`src/rtl/feature_linebuffer.sv`:
```
// Purpose : gathers a serial 32-bit feature stream into the 41-entry inner-product window.
// Latency : xarray_valid rises 1 clk after the sample that completes the window.
// Backpr. : din_ready drops for the whole time a window is held; xarray_ready=0 holds it indefinitely.
//
// Ports:
//   clk, rst           rising-edge clock, synchronous active-high reset
//   din/_valid/_sof    sample stream in; din_sof (qualified by din_valid) restarts the count
//   din_ready          high while collecting samples (state only, no path from inputs)
//   xarray[0:40]       window out: [0]=BIAS, [1]=0, [2]=oldest .. [40]=newest sample
//   xarray_valid/ready window handshake to the inner-product stage
module feature_linebuffer #(
  parameter int unsigned NFEAT  = 39,
  parameter int unsigned STRIDE = 39,
  parameter logic [31:0] BIAS   = 32'd1
) (
  input  logic        clk,
  input  logic        rst,
  input  logic [31:0] din,
  input  logic        din_valid,
  input  logic        din_sof,
  output logic        din_ready,
  output logic [31:0] xarray [0:40],
  output logic        xarray_valid,
  input  logic        xarray_ready
);

  localparam logic [5:0] NFEAT_C  = 6'(NFEAT);
  // Samples already in the window that count toward the next one after a handshake.
  localparam logic [5:0] RESUME_C = 6'(NFEAT - STRIDE);

  typedef enum logic {
    FILL = 1'b0,
    HOLD = 1'b1
  } state_t;

  state_t      state_q, state_d;
  logic [5:0]  count_q, count_d;
  logic [5:0]  count_inc;
  logic [31:0] win_q [2:40];
  logic [31:0] win_d [2:40];
  logic        accept;

  assign accept    = din_valid && (state_q == FILL);
  // A start-of-frame sample abandons the partial window: it becomes sample #1.
  assign count_inc = din_sof ? 6'd1 : (count_q + 6'd1);

  always_comb begin
    state_d = state_q;
    count_d = count_q;
    win_d   = win_q;
    case (state_q)
      FILL: begin
        if (accept) begin
          // Old entries always shift, even across a frame restart.
          for (int k = 2; k < 40; k++) begin
            win_d[k] = win_q[k+1];
          end
          win_d[40] = din;
          count_d   = count_inc;
          if (count_inc == NFEAT_C) begin
            state_d = HOLD;
          end
        end
      end
      HOLD: begin
        // Window contents are kept so overlapping samples are reused.
        if (xarray_ready) begin
          state_d = FILL;
          count_d = RESUME_C;
        end
      end
      default: state_d = FILL;
    endcase
  end

  always_ff @(posedge clk) begin
    if (rst) begin
      state_q <= FILL;
      count_q <= 6'd0;
      for (int k = 2; k <= 40; k++) begin
        win_q[k] <= 32'd0;
      end
    end else begin
      state_q <= state_d;
      count_q <= count_d;
      win_q   <= win_d;
    end
  end

  assign din_ready    = (state_q == FILL);
  assign xarray_valid = (state_q == HOLD);

  always_comb begin
    xarray[0] = BIAS;
    xarray[1] = 32'd0;
    for (int k = 2; k <= 40; k++) begin
      xarray[k] = win_q[k];
    end
  end

endmodule

```
`config.mk`:
```
export PLATFORM = sky130hd
export DESIGN_NAME = feature_linebuffer
export DESIGN_NICKNAME = d
export VERILOG_FILES = /design/src/rtl/feature_linebuffer.sv
export SDC_FILE = /design/constraint.sdc
export NUM_CORES = 2
export LEC_CHECK = 0
export BUFFER_PORTS_ARGS = -buffer_cell sky130_fd_sc_hd__buf_2
export CAP_MARGIN = 30
export CORE_AREA = 2 2 530 532
export DETAILED_ROUTE_END_ITERATION = 7
export DIE_AREA = 0 0 532 534
export HOLD_SLACK_MARGIN = 0.05
export PLACE_DENSITY = 0.33
export SETUP_SLACK_MARGIN = 0.2
export SKIP_CTS_REPAIR_TIMING = 1
export SYNTH_ARGS = -nofsm -noshare
export SYNTH_HDL_FRONTEND = slang
export SYNTH_SLANG_ARGS = --single-unit
export TNS_END_PERCENT = 30
```
`constraint.sdc`:
```
create_clock -name clk -period 2 [get_ports clk]
set_input_delay 0.6 -clock clk [delete_from_list [all_inputs] [get_ports clk]]
set_output_delay 0.6 -clock clk [all_outputs]
set_load 0.1 [all_outputs]
```
==> reports/qor.yml <==
cp_top_family: "flip-flops"
cts.reportedPaths.clkPinSlew_ns: 0.06
report.final.setup_viol: 794
antenna_found_initial: 8
post_synth_inst_count: 5521
failed_checks: "setup timing"
critical_path.cell_chain: "buf_4"
row_count: 194
power.leakage_uw: 0.0284
numPlacedInstances: 10500
crit_buf_inv: 1
die_h_um: 534
r2r_setup_slack_ns: 0.19
port-buffer-count: 1286
grt_max_degree: 125
worstSetupEndpointType: "output port"
cts_buffer_depth: 4
core_area_sq_um: 278000
timing.critical_path.arrival_ns: 1.49
layout-area-overhead-vs-synth_pct: 79.8
cts-buffers-inserted: 164
final_cell_area_sq_um: 77800
tightest_slew_ns: 0.637
final.setup_skew_ns: 0.0360
placement.cell_area_sq_um: 57500
route.antenna.remaining_nets: 0
clock_sink_count: 1255
routed_wire_length_per_instance_um: 22.8
synth_seq_area_share: 0.580
initial_utilization: 0.155
post_route_clock_period_utilization: 1.05
ys_async_sr_fraction: 0
final_cell_count_no_fill: 11000
design.die.area_sq_um: 284000
wl_mm: 251
clock_tree.root_cell: "clkbuf_16"
detail_route.vias_per_cell: 3.95
tritoncts: "built"
synth.lib_cells_used.distinct: 27
cpPeakStageDelay_ns: 0.38
hp-class: "input port to flop"
max_slew_violation_count: 0
post-route-min-period_ns: 2.09
num_vias: 43600
ys_dominant_reg_cell: "dfxtp_1"
achievable-frequency_mhz: 478
grt_setup_unrepaired: "true"
postSynthAreaPerCell_sq_um: 7.84
worst_skew_pair.late_latency_ns: 0.83
finish.net_count: 7209
status: "complete, but fails checks"
cts_htree_levels: 4
number_of_global_route_vias_before_repair: 41700
synth_seq_cells: 1255
finalHoldViolCount: 0
drv.max_cap_violation_count: 0
synth-warning-count: 0
globalRoute.totalOverflow: 0
timing.setup.critical_path_class: "flop to output port"
critPathMaxFanout: 3
crit_path_start_kind: "flop"
tns_ns: -32.98
groute.usage.overall: 0.166
timing.critical_path.slowest_stage_cell: "dfxtp_1"
floorplan.die.width_um: 532
layout_cell_share_with_drive_strength_beyond_1: 0.366
route.detailed.drc: 0
dp_hpwl_mm: 196
first_pass_grt_wire_length_mm: 339
final_util: 0.280
vdd_drop_max_mv: 0.640
final_cell_mix: "nand2_1, a21oi_1, dfxtp_1"
filler_cell_count: 29800
p_per_area_nw_per_um2: 755
initialDrtViolationCount: 2287
top_level_ports: 1351
layout.cells.most_common: "nand2_1"
finalWorstSetupSlack_ns: -0.0927
number_of_enable_type_register_cells_in_the_synthesized_netlist: 0
sum_of_internal_switching_and_leakage_power_uw: 58800
post_synth_instance_area_sq_um: 43300
worst_ep_required_time_ns: 1.40
finalWeightedCongestion: 0.835
maxSlewHeadroom: 0.576
drt-pass1-iter-count: 5
## cell families after synthesis
group           Yosys count  share of synthesized area
compound gates         1261                      0.146
xor+xnor                  3                   0.000607
fa+ha+maj                 1                   0.000289
buf+inv                 484                     0.0537
flops                  1255                      0.580
other cells               2                   0.000174
simple gates           2515                      0.219
## through the flow
stage / setup WS (ns) / hold slack (ns)
floorplan: 0.302 / 0.450
global placement: -0.0621 / 0.442
detailed placement: -0.0837 / 0.447
CTS: -0.634 / -0.0715
global route: -0.178 / 0.0919
finish: -0.0927 / 0.130
## path summary, 6_finish.rpt
check / start / endpoint / cells past startpoint
setup / recovery: xarray[848] / xarray[848] / 1
hold / removal: rst / xarray[1151] / 2
setup reg to reg: xarray_valid / xarray[781] / 7
hold reg to reg: xarray[961] / xarray[993] / 2
## synth_stat cells, drive strengths merged, types with 2 or more instances
library cell,count,area (sq um)
nand2,2501,9390
clkbuf,200,751
buf,282,1570
nand3,2,10.0
nor3,2,10.0
o21ai,3,15.0
inv,2,7.51
a21oi,1255,6280
nor2,2,7.51
or3,3,18.8
dfxtp,1255,25100
conb,2,7.51
xnor2,2,17.5
## routing by layer
layer  GRT usage  up-vias  part of all wire
li1            -    21000                 -
met1       0.182    20900              0.37
met2       0.304     1354              0.51
met3      0.0563      271             0.079
met4      0.0435        4             0.032
met5           0        -           0.00011
## state kept, by name (all words and copies together), names as in the netlist
| signal | flops |
|---|---|
| xarray | 1248 |
| count_q | 6 |
| xarray_valid | 1 |
## power breakdown
part           internal, uW  switching [uW]  leakage [uW]
registers             24500            99.2        0.0105
logic                   832            2670        0.0151
clock network         18500           12100       0.00273
total                 43900           14900        0.0284
## cell type report
cell class | count | area (sq um) | share of cell area
clock buffer | 247 | 4910 | 0.0631
inverter | 2 | 11.3 | 0.000145
sequential | 1255 | 26800 | 0.345
tap | 3724 | 4660 | 0.0599
clock inverter | 46 | 634 | 0.00815
antenna | 6 | 15.0 | 0.000193
timing repair buffer | 1904 | 24700 | 0.317
multi-input combinational | 3844 | 16100 | 0.207
Power figures use the tool's default switching activity.
